===== src/rtl/mic_frame_controller_pkg.sv =====
// Shared types for the microphone capture path: sample width, sample type,
// controller state encoding and a saturating counter helper.
package mic_pkg;

   localparam int SAMPLE_W = 12;

   typedef logic [SAMPLE_W-1:0] sample_t;

   typedef enum logic [1:0] {
      IDLE = 2'd0,
      FILL = 2'd1,
      RUN  = 2'd2
   } mic_state_t;

   // Increment an 8-bit count, holding at 255 instead of wrapping.
   function automatic logic [7:0] sat_inc8(input logic [7:0] v);
      return (v == 8'hFF) ? v : (v + 8'd1);
   endfunction

endpackage


===== src/rtl/mic_frame_controller_if.sv =====
// Frame handoff to the spectrum engine: an N-sample frame plus its sequence
// number, transferred on frame_valid & frame_ready.
interface mic_frame_if import mic_pkg::*; #(parameter int N = 16) ();

   sample_t     frame_data [0:N-1];
   logic        frame_valid;
   logic        frame_ready;
   logic [7:0]  frame_seq;

   modport master (output frame_data, output frame_valid, output frame_seq, input frame_ready);
   modport slave  (input frame_data, input frame_valid, input frame_seq, output frame_ready);

endinterface


===== src/rtl/mic_frame_controller_tick_gen.sv =====
// Sample strobe generator: counts 0..DIV-1 while enabled and pulses tick in
// the cycle the count sits at DIV-1, giving one tick every DIV clocks.
module sample_tick_gen #(
   parameter int DIV = 2
) (
   input  logic clk,
   input  logic rst,
   input  logic en,
   input  logic clr,
   output logic tick
);

   localparam int CW = (DIV > 1) ? $clog2(DIV) : 1;
   localparam logic [CW-1:0] LAST = CW'(DIV - 1);

   logic [CW-1:0] cnt_q, cnt_d;
   logic          tick_q, tick_d;

   // Next count and registered tick flag (high only when the count advanced onto LAST).
   always_comb begin
      cnt_d  = cnt_q;
      tick_d = 1'b0;
      if (clr) begin
         cnt_d = '0;
      end else if (en) begin
         if (cnt_q == LAST) begin
            cnt_d = '0;
         end else begin
            cnt_d = cnt_q + CW'(1);
         end
         tick_d = (cnt_d == LAST);
      end else begin
         cnt_d = cnt_q;
      end
   end

   // Counter and tick registers with synchronous reset.
   always_ff @(posedge clk) begin
      if (rst) begin
         cnt_q  <= '0;
         tick_q <= 1'b0;
      end else begin
         cnt_q  <= cnt_d;
         tick_q <= tick_d;
      end
   end

   assign tick = tick_q;

endmodule


===== src/rtl/mic_frame_controller.sv =====
// Microphone frame controller: derives the sample strobe, keeps an N-deep
// sliding window of ADC samples and every HOP samples offers a frame snapshot
// downstream, counting frames lost while the consumer stalls.
module mic_frame_controller import mic_pkg::*; #(
   parameter int CLK_HZ    = 10000000,
   parameter int SAMPLE_HZ = 5000,
   parameter int N         = 16,
   parameter int HOP       = 8
) (
   input  logic        clk_10MHz,
   input  logic        rst,
   input  logic        enable,
   input  sample_t     adc_sample,
   output logic        sample_tick,
   mic_frame_if.master frame_if,
   output logic [7:0]  overrun_count,
   output logic        filling
);

   localparam int DIV = CLK_HZ / SAMPLE_HZ;
   localparam int FW  = $clog2(N + 1);
   localparam int HW  = $clog2(HOP + 1);

   mic_state_t    state_q, state_d;
   logic [FW-1:0] fill_q, fill_d;
   logic [HW-1:0] hop_q, hop_d;
   logic          due_q, due_d;
   logic          filling_q, filling_d;
   sample_t       window_q [0:N-1];
   sample_t       window_d [0:N-1];
   sample_t       frame_data_q [0:N-1];
   sample_t       frame_data_d [0:N-1];
   logic          valid_q, valid_d;
   logic [7:0]    seq_q, seq_d;
   logic [7:0]    ovr_q, ovr_d;
   logic          tick;
   logic          tick_en;
   logic          tick_clr;
   logic          accept;

   // The divider only runs outside IDLE and is zeroed as soon as enable drops.
   assign tick_en  = (state_q != IDLE);
   assign tick_clr = (state_q == IDLE) || !enable;

   sample_tick_gen #(.DIV(DIV)) u_tick_gen (
      .clk  (clk_10MHz),
      .rst  (rst),
      .en   (tick_en),
      .clr  (tick_clr),
      .tick (tick)
   );

   // Window shift, state sequencing and fill/hop counting; a due flag is
   // registered so the frame decision sees the already-shifted window.
   always_comb begin
      state_d  = state_q;
      fill_d   = fill_q;
      hop_d    = hop_q;
      due_d    = 1'b0;
      window_d = window_q;
      if (tick) begin
         for (int i = 0; i < N - 1; i++) begin
            window_d[i] = window_q[i + 1];
         end
         window_d[N - 1] = adc_sample;
      end else begin
         window_d = window_q;
      end
      case (state_q)
         IDLE: begin
            fill_d = '0;
            hop_d  = '0;
            if (enable) begin
               state_d = FILL;
            end else begin
               state_d = IDLE;
            end
         end
         FILL: begin
            if (!enable) begin
               state_d = IDLE;
               fill_d  = '0;
               hop_d   = '0;
            end else if (tick) begin
               if (fill_q == FW'(N - 1)) begin
                  state_d = RUN;
                  fill_d  = '0;
                  hop_d   = '0;
                  due_d   = 1'b1;
               end else begin
                  fill_d = fill_q + FW'(1);
               end
            end else begin
               state_d = FILL;
            end
         end
         RUN: begin
            if (!enable) begin
               state_d = IDLE;
               fill_d  = '0;
               hop_d   = '0;
            end else if (tick) begin
               if (hop_q == HW'(HOP - 1)) begin
                  hop_d = '0;
                  due_d = 1'b1;
               end else begin
                  hop_d = hop_q + HW'(1);
               end
            end else begin
               state_d = RUN;
            end
         end
         default: begin
            state_d = IDLE;
            fill_d  = '0;
            hop_d   = '0;
         end
      endcase
      filling_d = (state_d == FILL);
   end

   assign accept = valid_q && frame_ready_in();

   function automatic logic frame_ready_in();
      return frame_if.frame_ready;
   endfunction

   // Output frame handshake: load a due frame when the slot is free or being
   // accepted this cycle, otherwise drop it and count the overrun.
   always_comb begin
      frame_data_d = frame_data_q;
      valid_d      = valid_q;
      seq_d        = seq_q;
      ovr_d        = ovr_q;
      if (due_q && (!valid_q || accept)) begin
         frame_data_d = window_q;
         valid_d      = 1'b1;
         seq_d        = seq_q + 8'd1;
      end else if (due_q) begin
         ovr_d = sat_inc8(ovr_q);
      end else if (accept) begin
         valid_d = 1'b0;
      end else begin
         valid_d = valid_q;
      end
   end

   // All state registers with synchronous active-high reset.
   always_ff @(posedge clk_10MHz) begin
      if (rst) begin
         state_q      <= IDLE;
         fill_q       <= '0;
         hop_q        <= '0;
         due_q        <= 1'b0;
         filling_q    <= 1'b0;
         window_q     <= '{default: '0};
         frame_data_q <= '{default: '0};
         valid_q      <= 1'b0;
         seq_q        <= 8'hFF;
         ovr_q        <= 8'd0;
      end else begin
         state_q      <= state_d;
         fill_q       <= fill_d;
         hop_q        <= hop_d;
         due_q        <= due_d;
         filling_q    <= filling_d;
         window_q     <= window_d;
         frame_data_q <= frame_data_d;
         valid_q      <= valid_d;
         seq_q        <= seq_d;
         ovr_q        <= ovr_d;
      end
   end

   assign sample_tick          = tick;
   assign frame_if.frame_data  = frame_data_q;
   assign frame_if.frame_valid = valid_q;
   assign frame_if.frame_seq   = seq_q;
   assign overrun_count        = ovr_q;
   assign filling              = filling_q;

endmodule


===== src/flat_wrapper.sv =====
// flat-port wrapper written by rule: the top's interface ports become plain ports
module mic_frame_controller_flat import mic_pkg::*;
#(
   parameter int CLK_HZ    = 10000000,
   parameter int SAMPLE_HZ = 5000,
   parameter int N         = 16,
   parameter int HOP       = 8
)
  (clk_10MHz, rst, enable, adc_sample, sample_tick, overrun_count, filling, frame_if_frame_data, frame_if_frame_valid, frame_if_frame_seq, frame_if_frame_ready);
  mic_frame_if #(.N(N)) frame_if_i ();
  input  logic clk_10MHz;
  input  logic rst;
  input  logic enable;
  input  sample_t adc_sample;
  output logic sample_tick;
  output logic [7:0] overrun_count;
  output logic filling;
  output wire logic [$bits(frame_if_i.frame_data)-1:0] frame_if_frame_data;
  output wire logic [$bits(frame_if_i.frame_valid)-1:0] frame_if_frame_valid;
  output wire logic [$bits(frame_if_i.frame_seq)-1:0] frame_if_frame_seq;
  input wire logic [$bits(frame_if_i.frame_ready)-1:0] frame_if_frame_ready;
  assign frame_if_frame_data = {>>{frame_if_i.frame_data}};
  assign frame_if_frame_valid = frame_if_i.frame_valid;
  assign frame_if_frame_seq = frame_if_i.frame_seq;
  assign frame_if_i.frame_ready = frame_if_frame_ready;
  mic_frame_controller #(.CLK_HZ(CLK_HZ), .SAMPLE_HZ(SAMPLE_HZ), .N(N), .HOP(HOP)) u_core (.clk_10MHz(clk_10MHz), .rst(rst), .enable(enable), .adc_sample(adc_sample), .sample_tick(sample_tick), .frame_if(frame_if_i), .overrun_count(overrun_count), .filling(filling));
endmodule

===== config.mk =====
export PLATFORM = sky130hd
export DESIGN_NAME = mic_frame_controller_flat
export DESIGN_NICKNAME = d
export VERILOG_FILES = /design/src/rtl/mic_frame_controller_pkg.sv /design/src/rtl/mic_frame_controller_if.sv /design/src/rtl/mic_frame_controller_tick_gen.sv /design/src/rtl/mic_frame_controller.sv /design/src/flat_wrapper.sv
export SDC_FILE = /design/constraint.sdc
export NUM_CORES = 1
export LEC_CHECK = 0
export ABC_AREA = 1
export ABC_CLOCK_PERIOD_IN_PS = 1600
export CAP_MARGIN = 10
export CORE_MARGIN = 4
export CORE_UTILIZATION = 49
export DETAILED_ROUTE_END_ITERATION = 8
export GPL_ROUTABILITY_DRIVEN = 1
export GPL_TIMING_DRIVEN = 0
export PLACE_DENSITY = 0.76
export SLEW_MARGIN = 20
export SYNTH_ARGS = -nofsm -noshare
export SYNTH_HDL_FRONTEND = slang
export SYNTH_HIERARCHICAL = 1
export SYNTH_SLANG_ARGS = --single-unit

===== constraint.sdc =====
create_clock -name clk_10MHz -period 1.6 [get_ports clk_10MHz]
set_clock_uncertainty 0.1 [all_clocks]
set_input_delay 0.48 -clock clk_10MHz [delete_from_list [all_inputs] [get_ports clk_10MHz]]
set_output_delay 0.48 -clock clk_10MHz [all_outputs]
set_load 0.05 [all_outputs]

# Yosys cells after proc, flatten, opt, wreduce, memory -nomap -nowiden
# Cells that the tools add are included.
[word_totals]
out_inout_bits = 211
ff_bits = 426
inputBits = 16
[classes]
eq_ne = 13
n_reduce_logical = 15
muxes = 32
bitwise = 3
addsub = 5
[op_table]
columns = ["op", "count"]
rows = [
  ["2-to-1 mux 11 bit", 3],
  ["2-to-1 mux 4 bit", 6],
  ["equality test 11 bit (second input constant)", 2],
  ["2-to-1 mux 5 bit", 4],
  ["adder 8 x 1 -> 8 bit (second input constant)", 2],
  ["adder 11 x 1 -> 11 bit (second input constant)", 1],
  ["2-to-1 mux 1 bit", 10],
  ["2-to-1 mux 2 bit", 5],
  ["case mux 5 bit (2 select lines)", 1],
  ["equality test 8 bit (second input constant)", 1],
  ["case mux 4 bit (2 select lines)", 1],
  ["inequality test 3 bit (second input constant)", 2],
  ["case mux 2 bit (3 select lines)", 1],
  ["AND reduction 3 bit", 2],
  ["adder 5 x 1 -> 5 bit (second input constant)", 1],
  ["equality test 5 x 4 -> 1 bit (second input constant)", 1],
  ["adder 4 x 1 -> 4 bit (second input constant)", 1],
  ["equality test 2 x 1 -> 1 bit (second input constant)", 2],
  ["equality test 4 x 3 -> 1 bit (second input constant)", 1],
  ["inequality test 2 bit (second input constant)", 2],
  ["AND reduction 2 bit", 2],
  ["nonzero test 2 bit", 2],
  ["inequality test 3 x 2 -> 1 bit (second input constant)", 1],
  ["inverter 1 bit", 3],
  ["other kinds (8)", 11],
]

# Depth between registers and ports, before layout
[logic_depth]
ltp_word = 6
mapped_depth = 13
ltp_nobuf = 13

# By module
# The synthesis kept the hierarchy.
[by_module_without_submodules]
columns = ["module", "seq_area_each_um2", "instances", "cells_per_inst", "area_each_um2"]
rows = [
  ["mic_frame_controller", 8287.9, 1, 1886, 14630.3],
  ["sample_tick_gen", 240.2, 1, 111, 723.2],
]

# Least setup slack after synthesis
# OpenSTA, ideal clock, no wires.
[synth_timing]
path_kind = "register to register"
start = "register u_core.ovr_q[1] (netlist: u_core/overrun_count[1])"
end = "register u_core.ovr_q[5] (netlist: u_core/overrun_count[5])"
path_stages_with_launch = 9
n_path_buf = 0
t_arrival_ns = 1.593
path_slack_ns = -0.220
t_required_ns = 1.372
path_cell_list = "dfxtp_1 > ha_1 > nand2_1 > nor2_1 > nand2_1 > nand2_1 > o21ai_0 > nand2_1 > nor2_1"
[synth_between]
elab_chain_len = 3
[synth_rtl]
columns = ["item", "line", "text"]
rows = [
  ["start, declared", "mic_frame_controller.sv:35", "logic [7:0] ovr_q, ovr_d;"],
  ["start signal, assigned", "mic_frame_controller.sv:171", "ovr_q <= ovr_d;"],
  ["branches (longest 3 deep; another with adder 8 x 1 -> 8 bit)", "--", ""],
]
# Parallel ways; which one is timed is not known.
# A chain may end at the register's enable or synchronous reset.

# Worst setup path in the final report
[layout_timing]
start = "register u_core.frame_data_q, in the netlist u_core/frame_if.frame_data[57]"
end = "output frame_if_frame_data[57]"
[layout_rtl]
columns = ["item", "line", "text"]
rows = [
  ["start, declared", "mic_frame_controller.sv:31", "sample_t frame_data_q [0:N-1];"],
  ["start signal, assigned", "mic_frame_controller.sv:168", "frame_data_q <= frame_data_d;"],
  ["end, declared", "flat_wrapper.sv:18", "output wire logic [$bits(frame_if_i.frame_data)-1:0] frame_if_frame_data;"],
]
# No word-level cell between the ends.

==> out/metrics.cfg <==
[timing]
setup_viol=90
finalHoldViolCount=0
setup_ws_ns=-0.0466
fin_crit_sh=1.03
rsz0062_at_grt=yes
hold_slack_ns=0.380
max_freq_mhz=607
fin_crit_ns=1.65
tightestPinTransition_ns=0.518
setup_tns_ns=-0.891
slew_headroom=0.654
drv_slew=0

[layout]
n_antenna_cell=0
seq_area_um2=8840
utilization=0.708
layout_common_cells=nor2_1, o21ai_0, dfxtp_1
finalNetCount=2353
drive_gt1_frac=0.298
n_fill_cell=2302
fin_area_um2=21800
multi_input_area_um2=6240
final_common_cell=nor2_1
area_growth_pct=41.8

[clocking]
clk_latency_ns=0.53
clockBufferDepth=3
clk_pin_slew_ns=0.07
cts_sinks=426
cts_tree=built
ctsHtreeMaxLevel=2
cts_buffers=43
ctsRootBufferMaster=clkbuf_16

[floorplan]
io_pins=227
fp.dieArea_um2=34200
core_area_um2=30700
die_h_um=185
start_util=0.499
num_rows=64
die_w_um=185

[yosys]
synth_seq_area_share=0.555
synth_edf_count=0
syn_inst=1997
synth_nets=2023
ys_seq_elements=426
async_flop_share=0
yosysUniqueCellTypes=33
ys_warn_count=6
syn_area_um2=15400
avgSynthCellArea_um2=7.69
synthFlopType=dfxtp_1

[route]
top_layer=met5
wl_met1_mm=18.3
num_vias=14400
drc_errors=0
initialDrtViolationCount=1172
wl_met2_mm=21.3
dr.pass1.iters=6
viasPerCell=5.25
postRouteAntennaNets=0
route.met3.wl_mm=2.97
avgRoutedWirePerCell_um=15.9
totalWireLength_mm=43.7

[min_path]
holdCritPathClass=reg2reg
hp-start=u_core/fill_q[4]$_SDFFE_PP0P_
hold_end=u_core/fill_q[4]$_SDFFE_PP0P_
holdPathStages=2

[worst_setup_path]
endpoint_kind=output pin
crit_path_top_delay_cell=dfxtp_4
r2r-end=u_core/u_tick_gen/tick$_SDFF_PP0_
crit_type=reg2out
path_cells=buf_8
r2r_start=u_core/state_q[1]$_SDFF_PP0_
cp_top_family=flip-flops
cp_data_required_time_ns=1.02
start_kind=register
r2r_setup_slack_ns=0
cp.depth=1
critPathBufInv=1
arrival_ns=1.07
worstRegToRegCells=13
cp_max_fo=2
critical_path.max_stage_delay_ns=0.38

[placement]
portBuffers=226
place_area_um2=18100
gp_congestion=0.863
dpl.hpwl_mm=28.8

[global_route]
grt.overflow.total=0
grt_pass1_vias=14200
antenna_found_initial=2
grt_pass1_wl_mm=69.6
grt_max_degree=16
grt_usage=0.245

[power_and_ir_drop]
internal_power_w=0.0172
peakVddDrop_mv=0.689
switchingPower_w=0.00442
swShare=0.205
power_frac_clock=0.486
seq_power_share=0.491
cellPowerDensity_nw_per_um2=991
total_leakage_power_nw=9.70
comb_power_share=0.024

[status]
violations=negative setup slack
status=finished, violations left

[job]
max_cap_violations=0

==> final cells by class <==
| class | count | area share |
|---|---|---|
| inverter | 39 | 0.00672 |
| tap | 396 | 0.0228 |
| clock inverter | 18 | 0.0114 |
| buffer | 130 | 0.0340 |
| multi-input combinational | 1402 | 0.286 |
| timing repair buffer | 285 | 0.175 |
| clock buffer | 57 | 0.0570 |
| sequential | 426 | 0.406 |
==> sequential cells by signal, summed over array words and instances (netlist names), 2 cells and up <==
| name | cells |
|---|---|
| u_core/frame_if.frame_data | 192 |
| u_core/window_q | 192 |
| u_core/u_tick_gen/cnt_q | 11 |
| u_core/frame_if.frame_seq | 8 |
| u_core/overrun_count | 8 |
| u_core/fill_q | 5 |
| u_core/hop_q | 4 |
| u_core/state_q | 2 |
==> kinds of logic (layout without fill, tap and decap cells) <==
| logic type | Yosys count | after routing | share of synthesized area |
|---|---|---|---|
| buf+inv | 170 | 529 | 0.0488 |
| flops | 426 | 426 | 0.555 |
| compound gates | 439 | 439 | 0.145 |
| xor+xnor | 5 | 5 | 0.00285 |
| fa+ha+maj | 10 | 10 | 0.00815 |
| simple gates | 947 | 948 | 0.240 |
==> cells in the mapped netlist (2+ instances only) <==
| library cell | n | area, µm² |
|---|---|---|
| a21oi_1 | 29 | 145 |
| a21oi_2 | 2 | 17.5 |
| buf_2 | 56 | 280 |
| buf_4 | 7 | 52.6 |
| buf_6 | 2 | 22.5 |
| clkbuf_1 | 65 | 244 |
| dfxtp_1 | 426 | 8530 |
| ha_1 | 10 | 125 |
| inv_1 | 37 | 139 |
| inv_2 | 2 | 7.51 |
| nand2_1 | 87 | 327 |
| nand2_2 | 3 | 18.8 |
| nand3_1 | 26 | 130 |
| nand3b_1 | 2 | 15.0 |
| nand4_1 | 7 | 43.8 |
| nor2_1 | 809 | 3040 |
| nor2_4 | 5 | 56.3 |
| nor3_1 | 3 | 15.0 |
| o21ai_0 | 378 | 1890 |
| o21ai_1 | 24 | 120 |
| o21bai_1 | 2 | 15.0 |
| xnor2_1 | 2 | 17.5 |
| xor2_1 | 3 | 26.3 |
==> how the worst max path moves through the flow <==
stage	start	to	slack, ns
after CTS	u_core/overrun_count[0]$_SDFFE_PP0P_	overrun_count[0]	-0.06
after detailed placement	rst	u_core/frame_if.frame_data[4]$_SDFFE_PP0P_	-0.95
after floorplan	u_core/overrun_count[2]$_SDFFE_PP0P_	u_core/overrun_count[5]$_SDFFE_PP0P_	-0.03
after global routing	u_core/state_q[1]$_SDFF_PP0_	u_core/u_tick_gen/tick$_SDFF_PP0_	-0.15
final	u_core/frame_if.frame_data[57]$_SDFFE_PP0P_	frame_if_frame_data[57]	-0.05
after global placement	rst	u_core/frame_if.frame_data[4]$_SDFFE_PP0P_	-0.90
==> what timing repair did <==
item / 4_1_cts / 5_1_grt
pin swaps: 2 / 11
resized for setup: 1944 / 148
hold buffers: 0 / 0
cloned: 0 / 2
setup buffers: 30 / 28
endpoints found under the setup margin: 559 / 531
==> power groups by stage <==
stage | clock, W | combinational [W] | sequential (W)
detailed placement | 0 | 0.000446 | 0.0109
CTS | 0.0106 | 0.000472 | 0.0106
finish | 0.0105 | 0.000509 | 0.0106
global placement | 0 | 0.000441 | 0.0109
global route | 0.0111 | 0.000560 | 0.0106
floorplan | 0 | 0.000281 | 0.0109
==> through the flow <==
stage / total power [W] / setup WS, ns / std cells
2_1_floorplan: 0.0111 / -0.0263 / 1997
3_3_place_gp: 0.0113 / -0.900 / 2619
3_5_place_dp: 0.0113 / -0.952 / 2619
4_1_cts: 0.0217 / -0.0621 / 2724
5_1_grt: 0.0222 / -0.151 / 2753
6_report: 0.0216 / -0.0466 / 2753
==> per-layer routing <==
layer / GRT usage / up-vias
met5: 0 / -
met4: 0.0755 / 2
met3: 0.0436 / 104
met2: 0.422 / 513
met1: 0.316 / 6733
li1: - / 7088
(Power assumes the default switching activity.)
